==> src/rtl/iicmb_wb_cmd_sequencer.sv <==
// iicmb_wb_cmd_sequencer: Wishbone master in front of iicmb_m_wb that turns a
// single-byte I2C write request into the Set Bus / Start / Write addr /
// Write data / Stop command sequence, waiting for irq and reading CMDR after each.
`timescale 1ns/1ps
module iicmb_wb_cmd_sequencer #(
  parameter int unsigned WB_ADDR_WIDTH  = 2,
  parameter int unsigned WB_DATA_WIDTH  = 8,
  parameter int unsigned TIMEOUT_CYCLES = 65535
) (
  input  logic                     clk_i,
  input  logic                     rst_i,
  input  logic                     req_valid_i,
  output logic                     req_ready_o,
  input  logic [7:0]               req_bus_i,
  input  logic [6:0]               req_addr_i,
  input  logic [7:0]               req_data_i,
  output logic                     done_o,
  output logic [1:0]               status_o,
  output logic                     busy_o,
  output logic                     cyc_o,
  output logic                     stb_o,
  output logic                     we_o,
  output logic [WB_ADDR_WIDTH-1:0] adr_o,
  output logic [WB_DATA_WIDTH-1:0] dat_o,
  input  logic [WB_DATA_WIDTH-1:0] dat_i,
  input  logic                     ack_i,
  input  logic                     irq_i
);

  localparam int unsigned CNT_W = $clog2(TIMEOUT_CYCLES + 1);
  localparam logic [CNT_W-1:0] CNT_MAX = CNT_W'(TIMEOUT_CYCLES);

  localparam logic [WB_ADDR_WIDTH-1:0] ADR_CSR  = WB_ADDR_WIDTH'(0);
  localparam logic [WB_ADDR_WIDTH-1:0] ADR_DPR  = WB_ADDR_WIDTH'(1);
  localparam logic [WB_ADDR_WIDTH-1:0] ADR_CMDR = WB_ADDR_WIDTH'(2);

  localparam logic [7:0] CSR_INIT   = 8'hC0;
  localparam logic [7:0] CMD_SETBUS = 8'h06;
  localparam logic [7:0] CMD_START  = 8'h04;
  localparam logic [7:0] CMD_WRITE  = 8'h01;
  localparam logic [7:0] CMD_STOP   = 8'h05;

  localparam logic [1:0] RES_OK  = 2'd0;
  localparam logic [1:0] RES_NAK = 2'd1;
  localparam logic [1:0] RES_AL  = 2'd2;
  localparam logic [1:0] RES_ERR = 2'd3;

  typedef enum logic [2:0] {
    ST_INIT, ST_IDLE, ST_STEP, ST_CMD, ST_WB_WAIT, ST_IRQ, ST_RD, ST_FINISH
  } state_t;

  typedef enum logic [2:0] {
    STEP_SETBUS, STEP_START, STEP_ADDR, STEP_DATA, STEP_STOP
  } step_t;

  typedef enum logic [1:0] {ACC_CSR, ACC_DPR, ACC_CMD, ACC_RD} acc_t;

  state_t r_state, w_state;
  step_t  r_step, w_step, w_step_inc;
  acc_t   r_acc, w_acc;

  logic [7:0]               r_bus, r_data;
  logic [6:0]               r_addr;
  logic [1:0]               r_res, w_res;
  logic [CNT_W-1:0]         r_cnt, w_cnt, w_cnt_inc;
  logic                     w_timeout;
  logic                     r_cyc, w_cyc, r_we, w_we;
  logic [WB_ADDR_WIDTH-1:0] r_adr, w_adr;
  logic [WB_DATA_WIDTH-1:0] r_dat, w_dat;
  logic                     r_ready, w_ready, r_done, w_done, r_busy, w_busy;
  logic [1:0]               r_status, w_status;
  logic                     w_latch, w_fin;
  logic [1:0]               w_fin_res;
  logic [7:0]               w_cmd, w_dpr;
  logic                     w_has_dpr;
  logic                     w_don, w_nak, w_al, w_err;
  logic                     w_unused_dat;

  // CMDR status bits of the byte returned by the current read
  assign w_don = dat_i[7];
  assign w_nak = dat_i[6];
  assign w_al  = dat_i[5];
  assign w_err = dat_i[4];
  assign w_unused_dat = ^dat_i;

  // Wait counter advances and saturates; reaching the limit is a timeout
  assign w_cnt_inc = (r_cnt == CNT_MAX) ? r_cnt : r_cnt + CNT_W'(1);
  assign w_timeout = (w_cnt_inc == CNT_MAX);

  // Command byte, optional DPR operand and successor for the current step
  always_comb begin
    w_cmd      = CMD_STOP;
    w_dpr      = 8'h00;
    w_has_dpr  = 1'b0;
    w_step_inc = STEP_STOP;
    case (r_step)
      STEP_SETBUS: begin
        w_cmd = CMD_SETBUS; w_dpr = r_bus; w_has_dpr = 1'b1; w_step_inc = STEP_START;
      end
      STEP_START: begin
        w_cmd = CMD_START; w_step_inc = STEP_ADDR;
      end
      STEP_ADDR: begin
        w_cmd = CMD_WRITE; w_dpr = {r_addr, 1'b0}; w_has_dpr = 1'b1; w_step_inc = STEP_DATA;
      end
      STEP_DATA: begin
        w_cmd = CMD_WRITE; w_dpr = r_data; w_has_dpr = 1'b1; w_step_inc = STEP_STOP;
      end
      default: begin
        w_cmd = CMD_STOP;
      end
    endcase
  end

  // Sequencer next-state and registered-output values
  always_comb begin
    w_state   = r_state;
    w_step    = r_step;
    w_acc     = r_acc;
    w_res     = r_res;
    w_cnt     = r_cnt;
    w_cyc     = r_cyc;
    w_we      = r_we;
    w_adr     = r_adr;
    w_dat     = r_dat;
    w_ready   = r_ready;
    w_done    = 1'b0;
    w_status  = r_status;
    w_busy    = r_busy;
    w_latch   = 1'b0;
    w_fin     = 1'b0;
    w_fin_res = RES_ERR;

    case (r_state)
      ST_INIT: begin
        w_cyc = 1'b1; w_we = 1'b1; w_adr = ADR_CSR; w_dat = WB_DATA_WIDTH'(CSR_INIT);
        w_acc = ACC_CSR; w_cnt = '0; w_state = ST_WB_WAIT;
      end
      ST_IDLE: begin
        w_ready = 1'b1;
        if (req_valid_i && r_ready) begin
          w_ready = 1'b0; w_busy = 1'b1; w_latch = 1'b1;
          w_res = RES_OK; w_step = STEP_SETBUS; w_state = ST_STEP;
        end
      end
      ST_STEP: begin
        w_cyc = 1'b1; w_we = 1'b1; w_cnt = '0; w_state = ST_WB_WAIT;
        if (w_has_dpr) begin
          w_adr = ADR_DPR; w_dat = WB_DATA_WIDTH'(w_dpr); w_acc = ACC_DPR;
        end else begin
          w_adr = ADR_CMDR; w_dat = WB_DATA_WIDTH'(w_cmd); w_acc = ACC_CMD;
        end
      end
      ST_CMD: begin
        w_cyc = 1'b1; w_we = 1'b1; w_adr = ADR_CMDR; w_dat = WB_DATA_WIDTH'(w_cmd);
        w_acc = ACC_CMD; w_cnt = '0; w_state = ST_WB_WAIT;
      end
      ST_WB_WAIT: begin
        if (ack_i) begin
          w_cyc = 1'b0; w_we = 1'b0;
          case (r_acc)
            ACC_CSR: begin w_ready = 1'b1; w_state = ST_IDLE; end
            ACC_DPR: w_state = ST_CMD;
            ACC_CMD: begin w_cnt = '0; w_state = ST_IRQ; end
            default: begin
              if (w_err) begin
                w_fin = 1'b1; w_fin_res = RES_ERR;
              end else if (w_al) begin
                w_fin = 1'b1; w_fin_res = RES_AL;
              end else if (w_nak) begin
                if (r_step == STEP_ADDR || r_step == STEP_DATA) begin
                  w_res = RES_NAK; w_step = STEP_STOP; w_state = ST_STEP;
                end else begin
                  w_fin = 1'b1; w_fin_res = RES_ERR;
                end
              end else if (w_don) begin
                if (r_step == STEP_STOP) begin
                  w_fin = 1'b1; w_fin_res = r_res;
                end else begin
                  w_step = w_step_inc; w_state = ST_STEP;
                end
              end else begin
                w_fin = 1'b1; w_fin_res = RES_ERR;
              end
            end
          endcase
        end else if (w_timeout) begin
          // A dead controller during init is retried; with a request it is reported
          w_cyc = 1'b0; w_we = 1'b0; w_cnt = w_cnt_inc;
          if (r_acc == ACC_CSR) begin
            w_state = ST_INIT;
          end else begin
            w_fin = 1'b1; w_fin_res = RES_ERR;
          end
        end else begin
          w_cnt = w_cnt_inc;
        end
      end
      ST_IRQ: begin
        if (irq_i) begin
          w_state = ST_RD;
        end else begin
          w_cnt = w_cnt_inc;
          if (w_timeout) begin
            w_fin = 1'b1; w_fin_res = RES_ERR;
          end
        end
      end
      ST_RD: begin
        w_cyc = 1'b1; w_we = 1'b0; w_adr = ADR_CMDR; w_acc = ACC_RD;
        w_cnt = '0; w_state = ST_WB_WAIT;
      end
      ST_FINISH: begin
        w_busy = 1'b0; w_ready = 1'b1; w_state = ST_IDLE;
      end
      default: w_state = ST_INIT;
    endcase

    if (w_fin) begin
      w_state  = ST_FINISH;
      w_done   = 1'b1;
      w_status = w_fin_res;
    end
  end

  // State and output registers
  always_ff @(posedge clk_i) begin
    if (rst_i) begin
      r_state  <= ST_INIT;
      r_step   <= STEP_SETBUS;
      r_acc    <= ACC_CSR;
      r_res    <= RES_OK;
      r_cnt    <= '0;
      r_cyc    <= 1'b0;
      r_we     <= 1'b0;
      r_adr    <= '0;
      r_dat    <= '0;
      r_ready  <= 1'b0;
      r_done   <= 1'b0;
      r_status <= RES_OK;
      r_busy   <= 1'b0;
    end else begin
      r_state  <= w_state;
      r_step   <= w_step;
      r_acc    <= w_acc;
      r_res    <= w_res;
      r_cnt    <= w_cnt;
      r_cyc    <= w_cyc;
      r_we     <= w_we;
      r_adr    <= w_adr;
      r_dat    <= w_dat;
      r_ready  <= w_ready;
      r_done   <= w_done;
      r_status <= w_status;
      r_busy   <= w_busy;
    end
  end

  // Request fields captured on accept
  always_ff @(posedge clk_i) begin
    if (rst_i) begin
      r_bus  <= 8'h00;
      r_addr <= 7'h00;
      r_data <= 8'h00;
    end else if (w_latch) begin
      r_bus  <= req_bus_i;
      r_addr <= req_addr_i;
      r_data <= req_data_i;
    end
  end

  assign req_ready_o = r_ready;
  assign done_o      = r_done;
  assign status_o    = r_status;
  assign busy_o      = r_busy;
  assign cyc_o       = r_cyc;
  assign stb_o       = r_cyc;
  assign we_o        = r_we;
  assign adr_o       = r_adr;
  assign dat_o       = r_dat;

endmodule
==> config.mk <==
export PLATFORM = sky130hd
export DESIGN_NAME = iicmb_wb_cmd_sequencer
export DESIGN_NICKNAME = d
export VERILOG_FILES = /design/src/rtl/iicmb_wb_cmd_sequencer.sv
export SDC_FILE = /design/constraint.sdc
export NUM_CORES = 1
export LEC_CHECK = 0
export BUFFER_PORTS_ARGS = -buffer_cell sky130_fd_sc_hd__buf_2
export CAP_MARGIN = 0
export CORE_MARGIN = 3
export CORE_UTILIZATION = 50
export CTS_CLUSTER_DIAMETER = 30
export DETAILED_ROUTE_END_ITERATION = 12
export GPL_TIMING_DRIVEN = 0
export HOLD_SLACK_MARGIN = 0.05
export PLACE_DENSITY = 0.75
export REMOVE_ABC_BUFFERS = 1
export SYNTH_ARGS = -nofsm -noshare
export SYNTH_HDL_FRONTEND = slang
export SYNTH_SLANG_ARGS = --single-unit
==> constraint.sdc <==
create_clock -name clk_i -period 2.6 [get_ports clk_i]
set_clock_uncertainty 0.05 [all_clocks]
set_input_delay 0.26 -clock clk_i [delete_from_list [all_inputs] [get_ports clk_i]]
set_output_delay 0.26 -clock clk_i [all_outputs]
set_load 0.1 [all_outputs]
* Word-level counts from Yosys, hierarchy flattened
Index checks and enable logic that the tools add are counted.
Operators by class: add/sub/neg operators 1, equality and inequality tests 38, muxes and demuxes 80, reduce and logical (&&, ||, !) cells 28
Operators by type and width (count):
- 16-bit two-way mux | 4
- 3-bit two-way mux | 21
- 16-bit one-hot mux with 3 select lines | 1
- 8-bit one-hot mux with 3 select lines | 2
- 16-bit == test (second input constant) | 2
- 2-bit two-way mux | 16
- 3-bit one-hot mux with 3 select lines | 3
- 1-bit two-way mux | 22
- 7-bit by 5-bit != test with 1-bit output (second input constant) | 3
- 2-bit != test (second input constant) | 9
- 3-bit != test (second input constant) | 6
- 9-bit AND reduction | 2
- 16-bit by 1-bit adder with 16-bit output (second input constant) | 1
- 3-bit == test (second input constant) | 5
- 3-bit one-hot mux with 5 select lines | 1
- 3-bit nonzero test | 5
- 3-bit by 2-bit == test with 1-bit output (second input constant) | 4
- 6-bit by 4-bit != test with 1-bit output (second input constant) | 2
- 3-bit OR reduction | 3
- 8-bit two-way mux | 1
- 4-bit != test (second input constant) | 2
- 2-bit one-hot mux with 4 select lines | 1
- 8-bit AND reduction | 1
- 3-bit by 1-bit == test with 1-bit output (second input constant) | 2
- other kinds (18) | 28
Storage, ports and cells: bits in registers 66, input bits 36, output and inout port bits 18

* Logic depth before layout (Yosys ltp)
depth after elaboration 11, gate-level depth with buffers 9, mapped depth without buffers 8

* Worst setup path before layout
OpenSTA, ideal clock, no wires.
kind reg-to-reg, from register r_cnt[0], to register r_state[2], setup time 125 ps, arrival time 2562 ps, path slack -137 ps, cell stages (with the launch flop) 10, buffers on the path 1, path through dfxtp_1 ha_1 clkbuf_1 inv_1 or4_1 mux2_2 o2111ai_1 o31ai_4 a21oi_2 o41a_1
On the way: longest elaborated chain between the ends 8
Ends and longest elaborated chain:
- start: declaration | RTL line 65 | logic [CNT_W-1:0] r_cnt, w_cnt, w_cnt_inc;
- start signal: assignment | RTL line 247 | r_cnt <= w_cnt;
- 16-bit by 1-bit adder with 16-bit output or 16-bit == test (tied branches) | RTL line 87 | assign w_cnt_inc = (r_cnt == CNT_MAX) ? r_cnt : r_cnt + CNT_W'(1);
- 16-bit two-way mux * | RTL line 87
- 16-bit == test * | RTL line 88 | assign w_timeout = (w_cnt_inc == CNT_MAX);
- 1-bit two-way mux, on equally long branches | RTL line 204, 187
- 1-bit two-way mux, on equally long branches | RTL line 200, 159
- 1-bit one-hot mux with 2 select lines | RTL line 134 | case (r_state)
- 7-bit by 5-bit != test with 1-bit output (no source line), or another cell as far along
- 9-bit AND reduction (no source line)
- end signal: assignment | RTL line 243 | r_state <= w_state;
- end: declaration | RTL line 58 | state_t r_state, w_state;
Every way passes the cells marked *; elsewhere a longest branch is shown, timed or not. A chain may end at the register's enable or synchronous reset.

* Worst setup path after layout
Same ends and word-level chain as after synthesis.

==> results.yml <==
status:
  status: "finished, final reports clean"
yosys:
  synth_top_area_share_pct: 37.6
  synth_top_area_cell: "dfxtp_1"
  yosysSeqAreaShare_pct: 37.6
  synth.ff_latch_count: 65
  syn_area_um2: 3460
  ys_async_sr_fraction_pct: 0
  synth_edf_count: 0
  syn_inst: 452
  synth.avg_cell_area_um2: 7.65
  yosys_warnings: 0
  synth_area_leaders: "dfxtp_1 38%, nand2_1 7.8%, a21oi_1 6.9%"
  yosysUniqueCellTypes: 59
  synthFlopType: "dfxtp_1"
clock_network:
  cts_tree: "yes"
  cts_made_buffers: 9
  cts_sinks: 65
  clock_latency_ns: 0.36
  ctsRootBufferMaster: "clkbuf_8"
  clkTransAtPathRegs_ns: 0.08
  htree_num_levels: 3
  cts.path.max_buffers: 2
detailed_routing:
  drtAntennaViolNets: 0
  viasPerCell: 5.99
  drt_iter0_markers: 216
  drtPass1Iterations: 4
  dr_total_vias: 3424
  drt_drc_violations_left: 0
  wirelength_um: 8840
  wl_per_cell_um: 15.5
setup_path:
  worstSetupEndpointType: "register"
  cp.required_ns: 2.79
  start_kind: "register"
  critPathMaxFanout: 8
  arrival_ns: 2.77
  critPathKind: "register to register"
timing:
  hold_viol: 0
  setup_viol: 0
  fin_crit_sh_pct: 99.2
  rsz0062_at_grt: "yes"
  setup_slack_ns: 0.0220
  drv_slew: 0
  fin_crit_ns: 2.58
  fmax_mhz: 388
  tightest_slew_ns: 1.10
  slew_headroom_pct: 26.7
run:
  cap_violations: 0
global_routing:
  antenna_found_initial: 0
  grt_max_degree: 61
  grt_pass1_wl_um: 14100
  grt_pass1_vias: 2943
  grt_overflow: 0
  grtUsageTotal_pct: 22.5
power:
  pwr_density_cell_nw_per_um2: 582
  leakagePower_nw: 1.46
  p_total_mw: 2.37
  peakVddDrop_mv: 0.314
die:
  std_cell_rows: 29
  initial_core_util_pct: 52.9
  coreArea_um2: 6530
  fp.dieArea_um2: 7950
  ios: 54
  die_y_um: 89.2
  chipWidth_um: 89.2
finish:
  diodes: 0
  drive_gt1_share_pct: 22.2
  area_delta_synth_final_pct: 18.0
  layout.nets: 532
place:
  dp_hpwl_um: 5730
  place_ws_ns: -0.427
  port_buffers: 49
  place_congestion: 0.914
hold_path:
  worstHoldPathType: "input port to register"
## synth_stat cells, drive strengths merged, types with 2 or more instances
library cell / count
o22ai: 3
a21oi: 49
mux2i: 7
nor2b: 6
a31oi: 9
nor4b: 2
buf: 6
and4: 2
a22oi: 8
o21a: 5
dfxtp: 65
nand2: 72
or4: 4
a21boi: 2
o22a: 2
o32ai: 2
nor3: 19
nand3: 14
o31ai: 2
and3: 3
nor4: 9
nor2: 49
and2: 2
a211oi: 4
nand4: 9
a2bb2oi: 2
ha: 6
a311oi: 6
o21ai: 28
clkbuf: 25
inv: 10
nand2b: 5
## per-layer routing
metal / up-vias / routed length (µm) / share of wire [%] / GRT usage (%)
li1: 1713 / - / - / -
met2: 114 / 3970 / 45 / 33.6
met3: 17 / 553 / 6.3 / 4.52
met4: 0 / 191 / 2.2 / 9.88
met1: 1580 / 4120 / 47 / 31.4
met5: - / 0 / 0 / 0
## state kept, by name (all words and copies together) (netlist names), 3 cells and up
name / cells
r_data: 8
r_state: 3
r_step: 3
r_bus: 8
dat_o: 8
r_addr: 7
r_cnt: 16
## logic make-up (layout without fill, tap and decap cells)
logic type,after synthesis,after routing,share of synthesized area (%)
DFF,65,65,37.6
and+or+nand+nor,198,198,27.9
xor gates and xnor gates,1,1,0.253
buffers and inverters,41,84,4.89
AOI/OAI and AO/OA,133,133,24.8
adders and majority gates,6,6,2.17
muxes,8,8,2.35
## final cells by class
class                           count  area, µm²
Clock inverter                      7       78.8
Fill cell                         593       2450
Clock buffer                        9        124
Tap cell                           77       96.3
Multi-Input combinational cell    346       2100
Timing Repair Buffer               58        317
Sequential cell                    65       1330
Inverter                           10       37.5
## stage by stage
stage	cell area (µm²)	util, %	instances	TNS [ns]	hold slack (ns)
final	4080	62.4	572	0	0.0758
after global routing	4080	62.4	572	-0.186	0.0727
after CTS	4010	61.4	568	0	0.0668
after detailed placement	3680	56.4	548	-4.37	0.398
after global placement	3670	56.1	547	-27.90	0.392
after floorplan	3330	-	421	-9.29	0.279
## report_power, final
| part | internal (mW) | leakage (nW) | switching (mW) |
|---|---|---|---|
| clock | 0.452 | 0.104 | 0.443 |
| sequential | 1.02 | 0.533 | 0.0501 |
| combinational | 0.107 | 0.826 | 0.299 |
## cells in the final DEF (no fill, tap or decap), types with 9 or more instances in the layout
master,count
inv_1,10
o21ai_0,25
dfxtp_2,9
clkbuf_8,9
a31oi_1,9
nor3_1,17
dfxtp_1,52
nor2_1,48
a21oi_1,48
nand2_1,72
buf_2,49
nand3_1,11
## path summary, 6_finish.rpt
check | from | end | slack [ns] | cells past startpoint
worst min register to register | r_addr[1] | r_addr[1] | 0.41 | 2
worst max-delay path | r_cnt[0] | r_state[2] | 0.02 | 8
worst max register to register | r_cnt[0] | r_state[2] | 0.02 | 8
worst min-delay path | req_addr_i[4] | r_addr[4] | 0.08 | 3
## worst max-delay path: stages, from the launching register on
cell and delay [ns]:
dfxtp_4 0.38, ha_4 0.18, inv_1 0.09, or4_1 0.53, mux2_4 0.25, o2111ai_4 0.15, o31ai_4 0.33, a21oi_2 0.12
o41a_1 0.37
## what timing repair did
action / 4_1_cts / 5_1_grt
buffers inserted: 4 / 4
pin swaps: 3 / 2
hold buffers: 0 / 0
endpoints found under the setup margin: 40 / 21
gates resized for setup: 18 / 17
(Power assumes the default switching activity.)
